$ cat src/rtl/vga_ram_arbiter.sv
// Shares the video/text RAM between the VGA pixel generator and the CPU port.
// Define VGA_ARB_STALL_CNT_EN to add the cpu_stall_cnt output.
module vga_ram_arbiter #(
  parameter logic [3:0] VGA_SLOT_MASK = 4'b1011,
  parameter int         RAM_AW        = 14,
  parameter int         RAM_DW        = 16
) (
  input  logic              clk,
  input  logic              rst_n,
  input  logic              vga_req,
  input  logic              vga_active,
  input  logic [RAM_AW-1:0] vga_addr,
  output logic [RAM_DW-1:0] vga_data,
  input  logic              cpu_req,
  input  logic              cpu_we,
  input  logic [RAM_AW-1:0] cpu_addr,
  input  logic [RAM_DW-1:0] cpu_wdata,
  output logic              cpu_ack,
  output logic [RAM_DW-1:0] cpu_rdata,
  output logic              cpu_rvalid,
  output logic [RAM_AW-1:0] ram_addr,
  output logic [RAM_DW-1:0] ram_wdata,
  output logic              ram_we,
  input  logic [RAM_DW-1:0] ram_rdata
`ifdef VGA_ARB_STALL_CNT_EN
  ,
  output logic [15:0]       cpu_stall_cnt
`endif
);

  logic [1:0]        phase;
  logic              rd_pend;
  logic [RAM_DW-1:0] rdata_hold;
  logic              vga_own;
  logic              grant;

  // The vga_req cycle is always VGA-owned, whatever the phase.
  assign vga_own = vga_req | (vga_active & VGA_SLOT_MASK[phase]);
  assign grant   = rst_n & cpu_req & ~vga_own;

  assign cpu_ack   = grant;
  assign ram_addr  = grant ? cpu_addr : vga_addr;
  assign ram_we    = grant & cpu_we;
  assign ram_wdata = cpu_wdata;
  assign vga_data  = ram_rdata;

  // Read data comes straight from the RAM output register on the return
  // cycle and is held afterwards; a read in flight at reset is dropped.
  assign cpu_rvalid = rst_n & rd_pend;
  assign cpu_rdata  = !rst_n ? '0 : (rd_pend ? ram_rdata : rdata_hold);

  always_ff @(posedge clk) begin
    if (!rst_n) begin
      phase      <= 2'd0;
      rd_pend    <= 1'b0;
      rdata_hold <= '0;
    end else begin
      phase   <= vga_req ? 2'd0 : phase + 2'd1;
      rd_pend <= grant & ~cpu_we;
      if (rd_pend) rdata_hold <= ram_rdata;
    end
  end

`ifdef VGA_ARB_STALL_CNT_EN
  always_ff @(posedge clk) begin
    if (!rst_n) begin
      cpu_stall_cnt <= 16'd0;
    end else if (cpu_req && !grant && cpu_stall_cnt != 16'hFFFF) begin
      cpu_stall_cnt <= cpu_stall_cnt + 16'd1;
    end
  end
`endif

endmodule
$ cat config.mk
export PLATFORM = sky130hd
export DESIGN_NAME = vga_ram_arbiter
export DESIGN_NICKNAME = d
export VERILOG_FILES = /design/src/rtl/vga_ram_arbiter.sv
export SDC_FILE = /design/constraint.sdc
export NUM_CORES = 1
export LEC_CHECK = 0
export ABC_AREA = 0
export CORE_UTILIZATION = 30
export DETAILED_ROUTE_END_ITERATION = 6
export PLACE_DENSITY = 0.92
export SYNTH_ARGS = -nofsm -noshare
export SYNTH_HDL_FRONTEND = slang
export SYNTH_SLANG_ARGS = --single-unit
$ cat constraint.sdc
create_clock -name clk -period 3.7 [get_ports clk]
set_input_delay 0.37 -clock clk [delete_from_list [all_inputs] [get_ports clk]]
set_output_delay 0.37 -clock clk [all_outputs]
set_load 0.05 [all_outputs]
==> results.json, run 1 <==
{
  "status": "finished clean",
  "design_area_mm2": 0.00195,
  "die_w_um": 64.3,
  "antenna_found_initial": 0,
  "final-setup-viol-count": 0,
  "crit_start": "rd_pend",
  "slew_headroom": 0.387,
  "rr_startpoint": "rd_pend",
  "die_y_um": 64.3,
  "required_ns": 3.33,
  "areaGrowthSynthToFinish_pct": 67.6,
  "grtUsageTotal": 0.137,
  "ant_nets": 0,
  "cts_buffers": 3,
  "fin_crit_ns": 2.78,
  "whs_path_depth": 1,
  "fillers": 353,
  "clock_latency_ns": 0.25,
  "cap_violations": 0,
  "gp_congestion": 0.716,
  "rsz0062_at_grt": "no",
  "syn_inst": 111,
  "hold_class": "register to register",
  "r2r_cells": 2,
  "cp.arrival_ns": 2.41,
  "yosysWarnings": 0,
  "start_util": 0.316,
  "ys_seq_area_frac": 0.326,
  "synth_simple_gate_area_frac": 0.137,
  "first_iter_violations": 28,
  "core_area_mm2": 0.00369,
  "leakagePower_uw": 0.000721,
  "worst_slack_ns": 0.915,
  "clk_pin_slew_ns": 0.07,
  "vias": 918,
  "dp_hpwl_um": 2300,
  "viasPerCell": 4.06,
  "cts_sinks": 19,
  "holdCritStartpoint": "phase[0]",
  "grt-ovfl-total": 0,
  "period_share": 0.753,
  "routed_wl_um": 2830,
  "postCtsSetupBuffers": 0,
  "synthAdderAreaFrac": 0.0107,
  "synth_top_cell_area_share": 0.326,
  "final_core_util": 0.530,
  "cts_max_path_buffers": 2,
  "synth-seq-cells": 19,
  "setup.worst_path.start_class": "register",
  "powerDensity_mw_per_mm2": 284,
  "hold_violations": 0,
  "path_class": "register to output pin",
  "syn_nets": 178,
  "placed_area_mm2": 0.00191,
  "tritoncts": "yes",
  "synth_top_family_by_area": "multiplexers",
  "syn_area_per_cell_um2": 10.5,
  "grt_pass1_vias": 903,
  "synth-compound-area-share": 0,
  "wire_per_inst_um": 12.5,
  "ir_worst_vdd_mv": 0.215,
  "final_max_slew_viol_count": 0,
  "cts-root-buf": "clkbuf_8",
  "grt_first_pass_wirelength_um": 4340,
  "cts_resized": 0,
  "final_nets": 246,
  "fmax_mhz": 359,
  "synth_area_mm2": 0.00117,
  "ys_types": 15,
  "hold_ws_ns": 0.429,
  "synth_xor_xnor_area_share": 0,
  "io_pins": 131,
  "numPortBuffers": 98,
  "grt_max_degree": 19,
  "crit_path_max_fanout": 17,
  "endpoint_kind": "output pin",
  "dp_worst_setup_slack_ns": 0.933,
  "tightest_slew_ns": 0.918,
  "htree_levels": 1,
  "n_antenna_cell": 0,
  "cts_hold_buffers": 0,
  "skew_ns": 0.00313,
  "drive_gt1_frac": 0.202,
  "drt_first_pass_iters": 3,
  "muxShareOfSynthArea": 0.295,
  "die_area_mm2": 0.00414,
  "num_rows": 22,
  "finalSetupTns_ns": 0,
  "synth_area_leaders": "dfxtp_1 (33%), buf_4 (21%), mux2i_1 (14%), nor2b_1 (9.7%), mux2_4 (9.0%)",
  "yosys.area.top_type": "dfxtp_1",
  "drc": 0
}
state kept, by name, indices dropped and copies added, names as in the netlist:
signal,cells
rdata_hold,16
rd_pend,1
phase,2
synthesized netlist by cell type:
cell type / instances
mux2_4: 7
nor3b_4: 1
clkbuf_1: 1
nor2_1: 2
dfxtp_1: 19
and2_1: 2
buf_6: 1
mux2i_1: 16
inv_1: 1
buf_2: 2
buf_4: 32
mux2_2: 7
nand2b_2: 1
nor2b_1: 18
ha_1: 1
cell usage in the layout (no fill, tap or decap):
cell             count
clkbuf_1             1
dfxtp_1             19
nor2_1               2
mux2i_1             16
and2_1               2
buf_4               17
inv_1                1
nand2b_2             1
clkdlybuf4s50_1     82
nor3b_4              1
mux2_2               7
nor2b_1             18
ha_1                 1
clkbuf_8             3
mux2_4               7
metal layers:
layer  global-route usage  vias up  wire length [um]
met5                    0        -                 0
met4               0.0333        0                 0
met3               0.0411        0               187
met2                0.251       43              1530
met1                0.151      409              1120
li1                     -      466                 -
worst paths after layout:
path | to | slack [ns]
worst min register to register | phase[0] | 0.43
worst max-delay path | cpu_rdata[13] | 0.92
worst min-delay path | phase[0] | 0.43
worst max register to register | rdata_hold[13] | 2.28
layout make-up:
class	count	area (um2)	area share
Sequential cell	19	380	0.195
Multi-Input combinational cell	55	517	0.264
Clock buffer	4	45.0	0.0230
Inverter	1	3.75	0.00192
Timing Repair Buffer	99	948	0.485
Tap cell	48	60.1	0.0307
where the power goes:
part           internal (uW)  total, uW  switching [uW]
Combinational           96.8        206             109
Clock                   76.3        139            62.9
Sequential               208        210            2.42
worst max-delay path, stage by stage (launching register included):
cell	delay, ns
dfxtp_1	0.92
mux2i_1	0.19
nor2b_1	0.21
clkdlybuf4s50_1	0.84
per-stage QoR:
| stage | total power (uW) | instances |
|---|---|---|
| final | 556 | 226 |
| after global routing | 582 | 226 |
| after detailed placement | 422 | 222 |
| after CTS | 563 | 226 |
| after global placement | 420 | 222 |
| after floorplan | 385 | 111 |
logic make-up after synthesis:
| logic type | Yosys count |
|---|---|
| buffers and inverters | 37 |
| multiplexers | 30 |
| AND/OR/NAND/NOR | 24 |
| flip-flops | 19 |
| adder cells (fa/ha/maj) | 1 |
Power figures use the tool's default switching activity.
==> run 2: changes to the inputs <==
--- a/config.mk
+++ b/config.mk
@@ -6,9 +6,9 @@
 export NUM_CORES = 1
 export LEC_CHECK = 0
 export ABC_AREA = 0
-export CORE_UTILIZATION = 30
+export CORE_UTILIZATION = 28
 export DETAILED_ROUTE_END_ITERATION = 6
-export PLACE_DENSITY = 0.92
+export PLACE_DENSITY = 0.87
 export SYNTH_ARGS = -nofsm -noshare
 export SYNTH_HDL_FRONTEND = slang
 export SYNTH_SLANG_ARGS = --single-unit
==> constraint.sdc (replaced) <==
create_clock -name clk -period 2.82 [get_ports clk]
set_input_delay 0.282 -clock clk [delete_from_list [all_inputs] [get_ports clk]]
set_output_delay 0.282 -clock clk [all_outputs]
set_load 0.05 [all_outputs]
==> results.json, run 2 (synthesized netlist as in run 1, its figures left out) <==
{
  "r2r-end": "rd_pend",
  "r2r_slack_ns": 1.52,
  "period_share": 0.834,
  "layout_common_cells": "clkdlybuf4s50_1 (79), dfxtp_1 (19), nor2b_1 (18)",
  "drive_gt1_frac": 0.228,
  "areaGrowthSynthToFinish_pct": 78.1,
  "skew_ns": 0.00309,
  "crit_path_frequent_cell": "buf_4",
  "grt-ovfl-total": 0,
  "io_pins": 131,
  "cp.arrival_ns": 2.07,
  "required_ns": 2.54,
  "antenna_found_initial": 0,
  "viasPerCell": 4.10,
  "final_core_util": 0.519,
  "core_area_mm2": 0.00400,
  "status": "finished clean",
  "final_common_cell": "clkdlybuf4s50_1",
  "n_antenna_cell": 0,
  "reg_top3": "rdata_hold x16, phase x2, rd_pend x1",
  "clock_latency_ns": 0.25,
  "final_nets": 248,
  "crit_chain": "clkdlybuf4s50_1, buf_4, nand2b_2, nor3b_4, buf_4, mux2_2, buf_4",
  "htree_levels": 1,
  "cts_max_path_buffers": 2,
  "first_iter_violations": 23,
  "placed_area_mm2": 0.00203,
  "hold_violations": 0,
  "grtUsageTotal": 0.128,
  "comb_power_share": 0.392,
  "die_y_um": 66.5,
  "cts_sinks": 19,
  "cts_resized": 0,
  "grt_max_degree": 19,
  "final_max_slew_viol_count": 0,
  "fillers": 375,
  "start_util": 0.292,
  "grt_first_pass_wirelength_um": 4290,
  "p_int_uw": 519,
  "routed_wl_um": 2780,
  "critPathSlowestCell": "clkdlybuf4s50_1",
  "leakagePower_uw": 0.000775,
  "tritoncts": "yes",
  "cap_violations": 0,
  "switchingPower_uw": 232,
  "grt_pass1_vias": 958,
  "worstHoldEndpoint": "phase[0]",
  "final-setup-viol-count": 0,
  "numPortBuffers": 98,
  "cts_buffers": 3,
  "design_area_mm2": 0.00208,
  "die_w_um": 66.5,
  "fin_crit_ns": 2.35,
  "wire_per_inst_um": 12.1,
  "cts_hold_buffers": 0,
  "endpoint_kind": "output pin",
  "max_stage_delay_ns": 0.46,
  "largest_register_ffs": 16,
  "setup.worst_path.start_class": "input pin",
  "finalSetupTns_ns": 0,
  "dp_hpwl_um": 2300,
  "hold_class": "register to register",
  "slew_headroom": 0.660,
  "num_rows": 23,
  "fmax_mhz": 425,
  "gp_congestion": 0.679,
  "vias": 942,
  "drc": 0,
  "ir_worst_vdd_mv": 0.267,
  "path_class": "input pin to output pin",
  "die_area_mm2": 0.00443,
  "cts-root-buf": "clkbuf_8",
  "rsz0062_at_grt": "no",
  "top_register": "rdata_hold",
  "tightest_slew_ns": 0.508,
  "holdCritStartpoint": "phase[0]",
  "rr_startpoint": "phase[0]",
  "postCtsSetupBuffers": 0,
  "drt_first_pass_iters": 4,
  "clkPwrFrac": 0.243,
  "clk_pin_slew_ns": 0.06,
  "sw_frac_of_total": 0.309,
  "p_seq_frac": 0.365,
  "ant_nets": 0,
  "crit_path_max_fanout": 18,
  "r2r_cells": 6,
  "whs_path_depth": 1,
  "powerDensity_mw_per_mm2": 362
}
run 2: worst max-delay path by stage:
stage,from,end,slack (ns),cells past startpoint
after detailed placement,rst_n,ram_addr[13],0.44,7
after global routing,rst_n,ram_addr[3],0.36,7
after global placement,rst_n,ram_addr[1],0.47,7
after CTS,rst_n,ram_addr[13],0.44,7
final,rst_n,ram_addr[13],0.47,7
after floorplan,phase[0],ram_we,0.93,6
run 2: metal layers:
metal / share of wire / up-vias / track usage
met1: 0.38 / 427 / 0.125
li1: - / 473 / -
met3: 0.060 / 2 / 0.0360
met2: 0.56 / 40 / 0.261
met4: 0.0029 / 0 / 0.0293
met5: 0 / - / 0
run 2: final cells by class:
class	instances	area, um2	area share
clock buffers	4	45.0	0.0217
inverters	1	3.75	0.00181
multi-input cells	55	517	0.249
flip-flops and latches	19	380	0.183
well taps	50	62.6	0.0301
repair buffers	101	1070	0.514
run 2: stage by stage:
| stage | cells | setup WS [ns] | hold slack (ns) | total power (uW) |
|---|---|---|---|---|
| floorplan | 111 | 0.935 | 0.354 | 506 |
| global placement | 226 | 0.470 | 0.405 | 574 |
| detailed placement | 226 | 0.441 | 0.442 | 578 |
| CTS | 230 | 0.437 | 0.451 | 763 |
| global route | 230 | 0.363 | 0.463 | 787 |
| finish | 230 | 0.468 | 0.440 | 751 |
run 2: power by group through the flow:
stage                     Clock, uW  Sequential [uW]  Combinational, uW
final                           182              274                295
after detailed placement          0              280                297
after CTS                       191              274                298
after global placement            0              280                294
after global routing            205              275                307
after floorplan                   0              280                226
run 2: critical path, delay by kind of cell:
kind                   cells  cell delay (ns)
buffers and inverters      4             1.14
muxes                      1             0.37
and+or+nand+nor            2             0.28
==> run 3: changes to the inputs <==
--- a/config.mk
+++ b/config.mk
@@ -6,9 +6,9 @@
 export NUM_CORES = 1
 export LEC_CHECK = 0
 export ABC_AREA = 0
-export CORE_UTILIZATION = 28
+export CORE_UTILIZATION = 25
 export DETAILED_ROUTE_END_ITERATION = 6
-export PLACE_DENSITY = 0.87
+export PLACE_DENSITY = 0.82
 export SYNTH_ARGS = -nofsm -noshare
 export SYNTH_HDL_FRONTEND = slang
 export SYNTH_SLANG_ARGS = --single-unit
==> constraint.sdc (replaced) <==
create_clock -name clk -period 2.05 [get_ports clk]
set_input_delay 0.205 -clock clk [delete_from_list [all_inputs] [get_ports clk]]
set_output_delay 0.205 -clock clk [all_outputs]
set_load 0.05 [all_outputs]
==> results.json, run 3 (synthesized netlist as in run 1, its figures left out) <==
{
  "leakagePower_uw": 0.000913,
  "wire_per_inst_um": 11.5,
  "grt_first_pass_wirelength_um": 4120,
  "numPortBuffers": 98,
  "path_class": "register to output pin",
  "tightest_slew_ns": 0.490,
  "drt_first_pass_iters": 3,
  "htree_levels": 1,
  "status": "finished clean",
  "crit_chain": "inv_1, ha_1, nor2b_2, nor3b_4, buf_6, clkbuf_16, mux2_2, buf_4",
  "rsz0062_at_grt": "no",
  "finalSetupTns_ns": 0,
  "tritoncts": "yes",
  "powerDensity_mw_per_mm2": 453,
  "met1_usage": 0.114,
  "top_register": "rdata_hold",
  "cts_sinks": 19,
  "r2r_cells": 7,
  "fin_crit_ns": 2.00,
  "total_power_uw": 1060,
  "cp.arrival_ns": 1.79,
  "drc": 0,
  "ant_nets": 0,
  "ir_worst_vdd_mv": 0.198,
  "num_rows": 24,
  "endpoint_kind": "output pin",
  "grt-ovfl-total": 0,
  "n_antenna_cell": 0,
  "max_stage_delay_ns": 0.32,
  "antenna_found_initial": 0,
  "required_ns": 1.85,
  "final_common_cell": "clkdlybuf4s50_1",
  "setup.worst_path.start_class": "register",
  "dp_hpwl_um": 2270,
  "start_util": 0.264,
  "gp_congestion": 0.682,
  "period_share": 0.974,
  "use_met2": 0.183,
  "final_core_util": 0.532,
  "grt_max_degree": 18,
  "dp_worst_setup_slack_ns": 0.0738,
  "grt_use_met3": 0.0216,
  "grtUsageTotal": 0.104,
  "hold_violations": 0,
  "critPathTopFamily": "buffers and inverters",
  "hold_ws_ns": 0.287,
  "vias": 975,
  "grt_pass1_vias": 959,
  "cap_violations": 0,
  "die_area_mm2": 0.00494,
  "fillers": 380,
  "hold_class": "input pin to register",
  "drive_gt1_frac": 0.364,
  "viasPerCell": 4.13,
  "worst_slack_ns": 0.0529,
  "areaGrowthSynthToFinish_pct": 101,
  "die_w_um": 70.3,
  "busiest_layer": "met2",
  "clk_pin_slew_ns": 0.07,
  "layout_common_cells": "clkdlybuf4s50_1 (58), buf_12 (28), dfxtp_1 (19)",
  "worst-path-buf-inv": 4,
  "clock_latency_ns": 0.26,
  "cts-root-buf": "clkbuf_8",
  "slew_headroom": 0.672,
  "cts_max_path_buffers": 2,
  "die_y_um": 70.3,
  "fmax_mhz": 501,
  "final-setup-viol-count": 0,
  "crit_cells": 8,
  "final_max_slew_viol_count": 0,
  "routed_wl_um": 2720,
  "critPathSlowestCell": "mux2_2",
  "cts_hold_buffers": 0,
  "cts_buffers": 3,
  "crit_path_max_fanout": 4,
  "final_nets": 252,
  "largest_register_ffs": 16,
  "skew_ns": 0.00568,
  "whs_path_depth": 3,
  "core_area_mm2": 0.00441,
  "reg_top3": "rdata_hold x16, phase x2, rd_pend x1",
  "io_pins": 131,
  "first_iter_violations": 12
}
-- run 3: what timing repair did --
item                                    CTS  global route
gates resized for setup                   0             4
endpoints found under the setup margin    0             4
setup buffers                             0             2
-- run 3: final cells by class --
type | instances | area [um2] | area share
tap | 52 | 65.1 | 0.0277
clock inverter | 1 | 5.00 | 0.00213
multi-input combinational | 55 | 524 | 0.223
inverter | 1 | 3.75 | 0.00160
timing repair buffer | 105 | 1330 | 0.566
sequential | 19 | 380 | 0.162
clock buffer | 3 | 41.3 | 0.0176
-- run 3: path summary, 6_finish.rpt --
check	end	from	slack, ns
setup / recovery	ram_addr[5]	phase[0]	0.05
hold / removal	phase[1]	rst_n	0.29
setup reg to reg	rd_pend	phase[0]	0.76
hold reg to reg	phase[0]	phase[0]	0.42
-- run 3: per-layer routing --
layer  vias to the layer above  part of all wire
li1                        479                 -
met1                       434              0.37
met2                        58              0.53
met3                         4             0.081
met4                         0             0.013
met5                         -                 0
-- run 3: power breakdown --
| part | total, uW | leakage (uW) | switching, uW | internal [uW] |
|---|---|---|---|---|
| clock | 260 | 0.0000255 | 124 | 135 |
| sequential | 378 | 0.000154 | 2.83 | 375 |
| combinational | 426 | 0.000734 | 208 | 218 |
| total | 1060 | 0.000913 | 335 | 728 |
-- run 3: metrics by stage --
stage | cells | cell area [um2]
2_1_floorplan | 111 | 1170
3_3_place_gp | 228 | 2220
3_5_place_dp | 228 | 2220
4_1_cts | 232 | 2270
5_1_grt | 236 | 2350
6_report | 236 | 2350
-- run 3: tightest hold or removal path: stages --
cell	delay (ns)
dlymetal6s2s_1	0.15
nand2b_4	0.10
nor2_1	0.04
